<file path="src/rtl/alu_sequencer_pkg.sv">
// Shared widths, instruction field positions, opcodes and FSM state encoding
// for the ALU sequencer and its register file.
package alu_sequencer_pkg;
    localparam int unsigned DATA_W    = 8;
    localparam int unsigned ADDR_W    = 8;
    localparam int unsigned INSTR_W   = 9;
    localparam int unsigned OP_W      = 3;
    localparam int unsigned REG_SEL_W = 2;
    localparam int unsigned NUM_REGS  = 4;
    localparam int unsigned IMM_W     = 4;
    localparam int unsigned SHAMT_W   = 3;

    // Bit positions of the instruction fields; s overlaps the upper half of imm
    localparam int unsigned OP_LSB  = 6;
    localparam int unsigned D_LSB   = 4;
    localparam int unsigned S_LSB   = 2;
    localparam int unsigned IMM_LSB = 0;

    localparam logic [OP_W-1:0] OP_XOR  = 3'b000;
    localparam logic [OP_W-1:0] OP_BEQ  = 3'b001;
    localparam logic [OP_W-1:0] OP_ADDI = 3'b010;
    localparam logic [OP_W-1:0] OP_ANDI = 3'b011;
    localparam logic [OP_W-1:0] OP_RLS  = 3'b100;
    localparam logic [OP_W-1:0] OP_HALT = 3'b101;

    // Register holding the branch target
    localparam logic [REG_SEL_W-1:0] BRANCH_REG = 2'd3;

    typedef enum logic [1:0] {
        ST_IDLE   = 2'b00,
        ST_FETCH  = 2'b01,
        ST_EXEC   = 2'b10,
        ST_HALTED = 2'b11
    } state_t;

    function automatic logic [DATA_W-1:0] sext_imm(input logic [IMM_W-1:0] imm);
        return {{(DATA_W-IMM_W){imm[IMM_W-1]}}, imm};
    endfunction
endpackage

</file>
<file path="src/rtl/alu_sequencer_reg_file.sv">
// 4x8 register file: one write port, two combinational read ports, a debug
// read port and a fixed tap on the branch-target register.
module reg_file4x8
    import alu_sequencer_pkg::*;
(
    input  logic                 clk,
    input  logic                 reset,
    input  logic                 we,
    input  logic [REG_SEL_W-1:0] waddr,
    input  logic [DATA_W-1:0]    wdata,
    input  logic [REG_SEL_W-1:0] raddr1,
    output logic [DATA_W-1:0]    rdata1_c,
    input  logic [REG_SEL_W-1:0] raddr2,
    output logic [DATA_W-1:0]    rdata2_c,
    input  logic [REG_SEL_W-1:0] dbg_sel,
    output logic [DATA_W-1:0]    dbg_data_c,
    output logic [DATA_W-1:0]    r3_data_c
);
    logic [DATA_W-1:0] regs [NUM_REGS];

    always_ff @(posedge clk or posedge reset) begin
        if (reset) begin
            for (int i = 0; i < int'(NUM_REGS); i++) begin
                regs[i] <= '0;
            end
        end else if (we) begin
            regs[waddr] <= wdata;
        end
    end

    assign rdata1_c   = regs[raddr1];
    assign rdata2_c   = regs[raddr2];
    assign dbg_data_c = regs[dbg_sel];
    assign r3_data_c  = regs[BRANCH_REG];
endmodule

</file>
<file path="src/rtl/alu_sequencer.sv">
// Fetch/execute sequencer driving an external combinational ALU over a
// four-register machine; one instruction per FETCH+EXEC pair.
module alu_sequencer
    import alu_sequencer_pkg::*;
#(
    parameter logic [ADDR_W-1:0] START_PC = 8'h00
) (
    input  logic                 clk,
    input  logic                 reset,
    input  logic                 start,
    output logic                 imem_req,
    output logic [ADDR_W-1:0]    imem_addr,
    input  logic                 imem_valid,
    input  logic [INSTR_W-1:0]   imem_data,
    output logic [OP_W-1:0]      alu_op,
    output logic [DATA_W-1:0]    alu_in1,
    output logic [DATA_W-1:0]    alu_in2,
    input  logic [DATA_W-1:0]    alu_result,
    input  logic                 alu_zero,
    output logic                 done,
    output logic                 error,
    input  logic [REG_SEL_W-1:0] dbg_sel,
    output logic [DATA_W-1:0]    dbg_data
);
    state_t                 state;
    state_t                 state_nxt;
    logic [ADDR_W-1:0]      pc;
    logic [ADDR_W-1:0]      pc_nxt;
    logic [INSTR_W-1:0]     ir;
    logic [INSTR_W-1:0]     ir_nxt;
    logic                   done_nxt;
    logic                   error_nxt;
    logic                   req_nxt;
    logic                   rf_we;
    logic [DATA_W-1:0]      rd1;
    logic [DATA_W-1:0]      rd2;
    logic [DATA_W-1:0]      r3;
    logic [OP_W-1:0]        op;
    logic [REG_SEL_W-1:0]   d;
    logic [REG_SEL_W-1:0]   s;
    logic [IMM_W-1:0]       imm;

    assign op        = ir[OP_LSB +: OP_W];
    assign d         = ir[D_LSB +: REG_SEL_W];
    assign s         = ir[S_LSB +: REG_SEL_W];
    assign imm       = ir[IMM_LSB +: IMM_W];
    assign imem_addr = pc;

    reg_file4x8 u_reg_file (
        .clk        (clk),
        .reset      (reset),
        .we         (rf_we),
        .waddr      (d),
        .wdata      (alu_result),
        .raddr1     (d),
        .rdata1_c   (rd1),
        .raddr2     (s),
        .rdata2_c   (rd2),
        .dbg_sel    (dbg_sel),
        .dbg_data_c (dbg_data),
        .r3_data_c  (r3)
    );

    // State and architectural registers; reset drops imem_req without a clock
    always_ff @(posedge clk or posedge reset) begin
        if (reset) begin
            state    <= ST_IDLE;
            pc       <= START_PC;
            ir       <= '0;
            imem_req <= 1'b0;
            done     <= 1'b0;
            error    <= 1'b0;
        end else begin
            state    <= state_nxt;
            pc       <= pc_nxt;
            ir       <= ir_nxt;
            imem_req <= req_nxt;
            done     <= done_nxt;
            error    <= error_nxt;
        end
    end

    // Next-state, register-file write and ALU drive
    always_comb begin
        state_nxt = state;
        pc_nxt    = pc;
        ir_nxt    = ir;
        done_nxt  = done;
        error_nxt = error;
        rf_we     = 1'b0;
        alu_op    = '0;
        alu_in1   = '0;
        alu_in2   = '0;

        case (state)
            ST_IDLE: begin
                if (start) begin
                    state_nxt = ST_FETCH;
                    pc_nxt    = START_PC;
                end
            end
            ST_FETCH: begin
                if (imem_valid) begin
                    ir_nxt    = imem_data;
                    state_nxt = ST_EXEC;
                end
            end
            ST_EXEC: begin
                state_nxt = ST_FETCH;
                pc_nxt    = pc + ADDR_W'(1);
                case (op)
                    OP_XOR: begin
                        alu_op  = OP_XOR;
                        alu_in1 = rd1;
                        alu_in2 = rd2;
                        rf_we   = 1'b1;
                    end
                    OP_BEQ: begin
                        alu_op  = OP_BEQ;
                        alu_in1 = rd1;
                        alu_in2 = rd2;
                        if (alu_zero) begin
                            pc_nxt = r3;
                        end
                    end
                    OP_ADDI: begin
                        alu_op  = OP_ADDI;
                        alu_in1 = rd1;
                        alu_in2 = sext_imm(imm);
                        rf_we   = 1'b1;
                    end
                    OP_ANDI: begin
                        alu_op  = OP_ANDI;
                        alu_in1 = rd1;
                        alu_in2 = DATA_W'(imm);
                        rf_we   = 1'b1;
                    end
                    OP_RLS: begin
                        alu_op  = OP_RLS;
                        alu_in1 = rd1;
                        alu_in2 = DATA_W'(imm[SHAMT_W-1:0]);
                        rf_we   = 1'b1;
                    end
                    OP_HALT: begin
                        state_nxt = ST_HALTED;
                        pc_nxt    = pc;
                        done_nxt  = 1'b1;
                    end
                    default: begin
                        state_nxt = ST_HALTED;
                        pc_nxt    = pc;
                        error_nxt = 1'b1;
                    end
                endcase
            end
            ST_HALTED: begin
                if (start) begin
                    state_nxt = ST_FETCH;
                    pc_nxt    = START_PC;
                    done_nxt  = 1'b0;
                    error_nxt = 1'b0;
                end
            end
            default: begin
                state_nxt = ST_IDLE;
            end
        endcase

        req_nxt = (state_nxt == ST_FETCH);
    end
endmodule

</file>
<file path="config.mk">
export PLATFORM = sky130hd
export DESIGN_NAME = alu_sequencer
export DESIGN_NICKNAME = d
export VERILOG_FILES = /design/src/rtl/alu_sequencer_pkg.sv /design/src/rtl/alu_sequencer_reg_file.sv /design/src/rtl/alu_sequencer.sv
export SDC_FILE = /design/constraint.sdc
export NUM_CORES = 1
export LEC_CHECK = 0
export ABC_AREA = 1
export CORE_UTILIZATION = 57
export CTS_BUF_LIST = sky130_fd_sc_hd__clkbuf_8 sky130_fd_sc_hd__clkbuf_16
export DETAILED_ROUTE_END_ITERATION = 10
export PLACE_DENSITY = 0.86
export SLEW_MARGIN = 10
export SYNTH_ARGS = -nofsm -noshare
export SYNTH_HDL_FRONTEND = slang
export SYNTH_SLANG_ARGS = --single-unit
</file>
<file path="constraint.sdc">
create_clock -name clk -period 3.4 [get_ports clk]
set_input_delay 0.68 -clock clk [delete_from_list [all_inputs] [get_ports clk]]
set_output_delay 0.68 -clock clk [all_outputs]
set_load 0.02 [all_outputs]
</file>
## Word level (Yosys, flattened, before mapping)

Index checks and enable logic that the tools add are counted.
Widths: inputs -> output; s select.

| cells by class | value |
|---|---|
| eq/ne operators | 14 |
| $add $sub $neg | 1 |
| reductions and logical operators | 14 |
| mux-type cells | 33 |
| bitwise operators | 3 |
| $lt $le $gt $ge | 4 |

Operators with widths:

| cell | number |
|---|---|
| $mux 8 | 12 |
| $bmux 8 s2 | 3 |
| $bwmux 32 | 1 |
| $pmux 8 s2 | 2 |
| $pmux 8 s4 | 1 |
| $demux 8 s2 | 1 |
| $pmux 3 s4 | 1 |
| $ge 3x3->1 const B | 3 |
| $not 2->3 | 3 |
| $reduce_and 3->1 | 3 |
| $add 8x1->8 const B | 1 |
| $eq 3x2->1 const B | 2 |
| $eq 3x3->1 const B | 2 |
| $mux 2 | 3 |
| $pmux 2 s3 | 1 |
| $reduce_or 6->1 | 1 |
| $mux 1 | 5 |
| $reduce_or 5->1 | 1 |
| $eq 2x1->1 const B | 2 |
| $eq 2x2->1 const B | 2 |
| $ne 2x1->1 const B | 2 |
| $ne 2x2->1 const B | 2 |
| $pmux 1 s2 | 2 |
| $reduce_bool 2->1 | 2 |
| other kinds (10) | 11 |

| word-level totals | value |
|---|---|
| output and inout bits | 38 |
| word-level logic and storage cells | 79 |
| flip-flop bits (word level) | 54 |
| bits of input ports | 24 |

## Longest topological paths before layout

Gate-level depths: netlist (run 1).

| depth | value |
|---|---|
| depth in word-level cells | 6 |
| mapped depth | 10 |
| depth with buffers taken out | 9 |

## Modules after synthesis

Synthesis (run 1) repeated with hierarchy kept, for this count alone.

| second synthesis, totals | value |
|---|---|
| cells, all modules | 579 |
| area, all modules | 3832.4 um^2 |

By module, submodules not included:

| module | cells each | area each (um^2) | instances | sequential area each (um^2) |
|---|---|---|---|---|
| reg_file4x8 | 368 | 2379.8 | 1 | 800.8 |
| alu_sequencer | 211 | 1452.6 | 1 | 550.5 |

## Worst setup path after synthesis (run 1)

Ideal clock, no wire load.

| timing path | value |
|---|---|
| path kind | input to output |
| start point | in dbg_sel[0] |
| end point | out dbg_data[3] |
| arrival | 1.638 ns |
| path slack | 1.082 ns |
| stages | 5 |
| path through | buf_2 > inv_1 > clkbuf_1 > a21oi_1 > a21oi_1 |

| between the ends | value |
|---|---|
| word-level cells in the longest chain between the ends | 4 |

Ends and longest elaborated chain:

| item | RTL line | source |
|---|---|---|
| start: declaration | alu_sequencer.sv:22 | `input logic [REG_SEL_W-1:0] dbg_sel,` |
| $not 2->3 (not written as such) | alu_sequencer_reg_file.sv:33 | `assign dbg_data_c = regs[dbg_sel];` |
| $bmux 8 s2 | alu_sequencer_reg_file.sv:33 |  |
| $mux 8 (not written as such) (2 in series) | alu_sequencer_reg_file.sv:33 |  |
| end: declaration | alu_sequencer.sv:23 | `output logic [DATA_W-1:0] dbg_data` |

No other way between the ends. The select of a mux whose other input is x is not followed.

## Worst setup path in the final report (run 1)

| timing path | value |
|---|---|
| start point | in dbg_sel[0] |
| end point | out dbg_data[7] |

The elaborated chain is that of the path after synthesis.

==> results of run 1 <==
sequential cells by signal (all words and copies together), names as in the netlist:
signal / flops
u_reg_file.r3_data_c: 8
ir: 9
imem_req: 1
error: 1
state: 2
u_reg_file.regs: 24
imem_addr: 8
done: 1
per-stage QoR:
step | cell area (sq um) | power [mW] | util (%)
6_report | 4100 | 3.848 | 73.56
5_1_grt | 4100 | 4.125 | 73.56
4_1_cts | 4100 | 3.802 | 73.56
3_5_place_dp | 3990 | 3.365 | 71.58
3_3_place_gp | 3990 | 3.281 | 71.58
2_1_floorplan | 3347 | 2.694 | -
worst reg2reg max path, delay by kind of cell, from the launching register on:
family	cells	cell delay, ps
DFF	1	450
adders and majority gates	1	300
buffers and inverters	3	300
AOI/OAI and AO/OA	1	130
and+or+nand+nor	3	470
worst min-delay path by stage:
| stage | start | end | slack [ps] | cells past startpoint |
|---|---|---|---|---|
| floorplan | u_reg_file.regs[16] | u_reg_file.regs[16] | 460 | 2 |
| global placement | error | error | 470 | 2 |
| detailed placement | error | error | 470 | 2 |
| CTS | error | error | 500 | 2 |
| global route | error | error | 530 | 2 |
| finish | error | error | 500 | 2 |
placed cells by master, fill, tap and decap left out:
cell,n
a41oi_1,1
a21oi_1,39
nand2_2,2
clkdlybuf4s50_1,61
inv_2,6
inv_1,60
nand3b_1,2
buf_4,5
dfrtp_1,54
o21ai_0,15
nand2_1,139
clkinv_1,2
ha_1,5
clkinvlp_4,1
nand4_4,4
nand2_4,1
bufinv_16,1
clkbuf_8,5
o22ai_1,16
mux2_2,2
nor2_2,1
nor2_1,42
nor3_1,1
o21ai_1,37
nand3_1,37
power by group through the flow:
stage	clock [mW]	sequential, mW	combinational (mW)
finish	0.439	1.29	2.12
global route	0.457	1.32	2.35
CTS	0.437	1.27	2.09
detailed placement	0	1.28	2.08
global placement	0	1.27	2.01
floorplan	0	1.25	1.45
cells by family (layout without fill, tap and decap cells):
group | count (synthesis) | count (layout) | share of synthesized area, %
mux | 2 | 2 | 0.6728
buf+inv | 82 | 141 | 10.36
compound gates | 108 | 108 | 16.86
simple gates | 229 | 229 | 29.87
fa+ha+maj | 5 | 5 | 1.869
flops | 54 | 54 | 40.37
cell type report:
type                            count  area, sq um  area share, %
Inverter                           67        251.5          6.134
Timing Repair Buffer               66        648.1          15.81
Tap cell                           72        90.09          2.197
Sequential cell                    54         1351          32.96
Clock inverter                      3        41.29          1.007
Clock buffer                        5        68.82          1.678
Multi-Input combinational cell    344         1649          40.22
metal layers:
metal  global-route usage [%]  up-vias  part of all wire [%]
li1                         -     1664                     -
met1                    38.44     1609                    42
met2                    50.52      182                    48
met3                    4.884       23                   7.8
met4                    11.30        0                   2.2
met5                        0        -                     0
==> results_dict.tcl, run 1 <==
set metrics [dict create \
    status "finished, final reports clean" \
    numCtsBuffers 5 \
    power_density_nw_per_um2 938.5 \
    ys_seq_area_share_pct 40.37 \
    insertion_delay_ps 320 \
    synth-edff-count 0 \
    die_y_um 78.63 \
    die-area_sq_um 6183 \
    boundaryPins 62 \
    port_buffers 61 \
    nNetsFinal 567 \
    crit_slowest_cell "clkdlybuf4s50_1" \
    end_kind "primary output" \
    ctsResizeCount 0 \
    cts_sinks 54 \
    drt_iter0_markers 279 \
    crit_start "dbg_sel[0]" \
    synth_cells 480 \
    path_buf_inv 3 \
    clockRootBuffer "clkbuf_8" \
    gp_congestion 0.8889 \
    postSynthNetCount 509 \
    die_w_um 78.63 \
    dp_hpwl_mm 6.605 \
    clockBufferDepth 2 \
    r2r_slack_ps 1690 \
    path_class "input pin to primary output" \
    fin_crit_sh_pct 95.24 \
    slew_headroom_pct 53.84 \
    viasPerCell 5.692 \
    finalSetupViolations 0 \
    p_leak_nw 2.053 \
    synth_cell_type_count 24 \
    synth_area_leaders "dfrtp_1 (40%), nand2_1 (16%), inv_1 (6.7%)" \
    synth_area_sq_um 3347 \
    r2r.worst_path.cells 8 \
    cpPeakStageDelay_ps 620 \
    p_seq_share_pct 33.5 \
    holdBufCountCts 0 \
    syn_avg_cell_area_sq_um 6.973 \
    place_inst 603 \
    rows 27 \
    wl_per_cell_um 14.62 \
    grt_overflow 0 \
    r2r-start "state[0]" \
    setup_ws_ps 161.7 \
    swShare_pct 48.65 \
    dr.pass1.iters 5 \
    antenna_found_initial 0 \
    fillers 439 \
    maxCapViolations 0 \
    coreArea_sq_um 5574 \
    ys_warn_count 0 \
    cp-endpoint "dbg_data[7]" \
    period_minus_slack_ps 3238 \
    worst_slew_pin_slew_ps 687.8 \
    synth_top_area_share_pct 40.37 \
    ys_ff_latch 54 \
    synthArstFlopShare_pct 100.0 \
    pre_cts_ws_ps 205.2 \
    synth_top_area_cell "dfrtp_1" \
    syn_to_final_growth_pct 22.50 \
    p_sw_mw 1.872 \
    power.internal_mw 1.976 \
    post_cts_buffers 0 \
    power_frac_comb_pct 55.1 \
    synth-main-ff-cell "dfrtp_1" \
    start_util_pct 60.04 \
    ant_nets 0 \
    peakVddDrop_mv 0.5743 \
    grt_pass1_vias 3154 \
    slew_violations 0 \
    rsz0062_at_grt "false" \
    path_depth 6 \
    skew_ps 5.408 \
    grt_use_total_pct 29.97 \
    drc 0 \
    fin_tns_setup_ps 0 \
    cp_top_family "buffers and inverters" \
    grt_max_degree 30 \
    r2r-end "imem_addr[4]" \
    grt_pass1_wl_mm 14.53 \
    hold_violations 0 \
    cp.arrival_ps 2560 \
    path_clk_slew_ps 100 \
    instances_no_fill 611 \
    hp-class "flop to flop" \
    vias 3478 \
    start_kind "input pin" \
    drive_gt1_share_pct 5.195 \
    power.share.clock_pct 11.4 \
    diodes 0 \
    critPathMaxFanout 23 \
    finalWirelength_mm 8.935 \
    synth_most_common_cell "nand2_1" \
    cts_tree "yes" \
    cts_max_level 2 \
    crit_required_ps 2720 \
    hold_slack_ps 496.7 \
    fmax_mhz 308.8 \
    ys_top_cells_by_count "nand2_1 (139), inv_1 (60), dfrtp_1 (54)" \
    path_cells "clkdlybuf4s50_1, inv_1, o21ai_0, a21oi_1, a21oi_1, clkdlybuf4s50_1" \
]
(Power assumes the default switching activity.)
==> run 2: changes to the inputs <==
--- a/config.mk
+++ b/config.mk
@@ -14,3 +14,4 @@
 export SYNTH_ARGS = -nofsm -noshare
 export SYNTH_HDL_FRONTEND = slang
 export SYNTH_SLANG_ARGS = --single-unit
+export TNS_END_PERCENT = 5
==> results of run 2 <==
The final DEF is identical to that of run 1; final timing and power are the same.
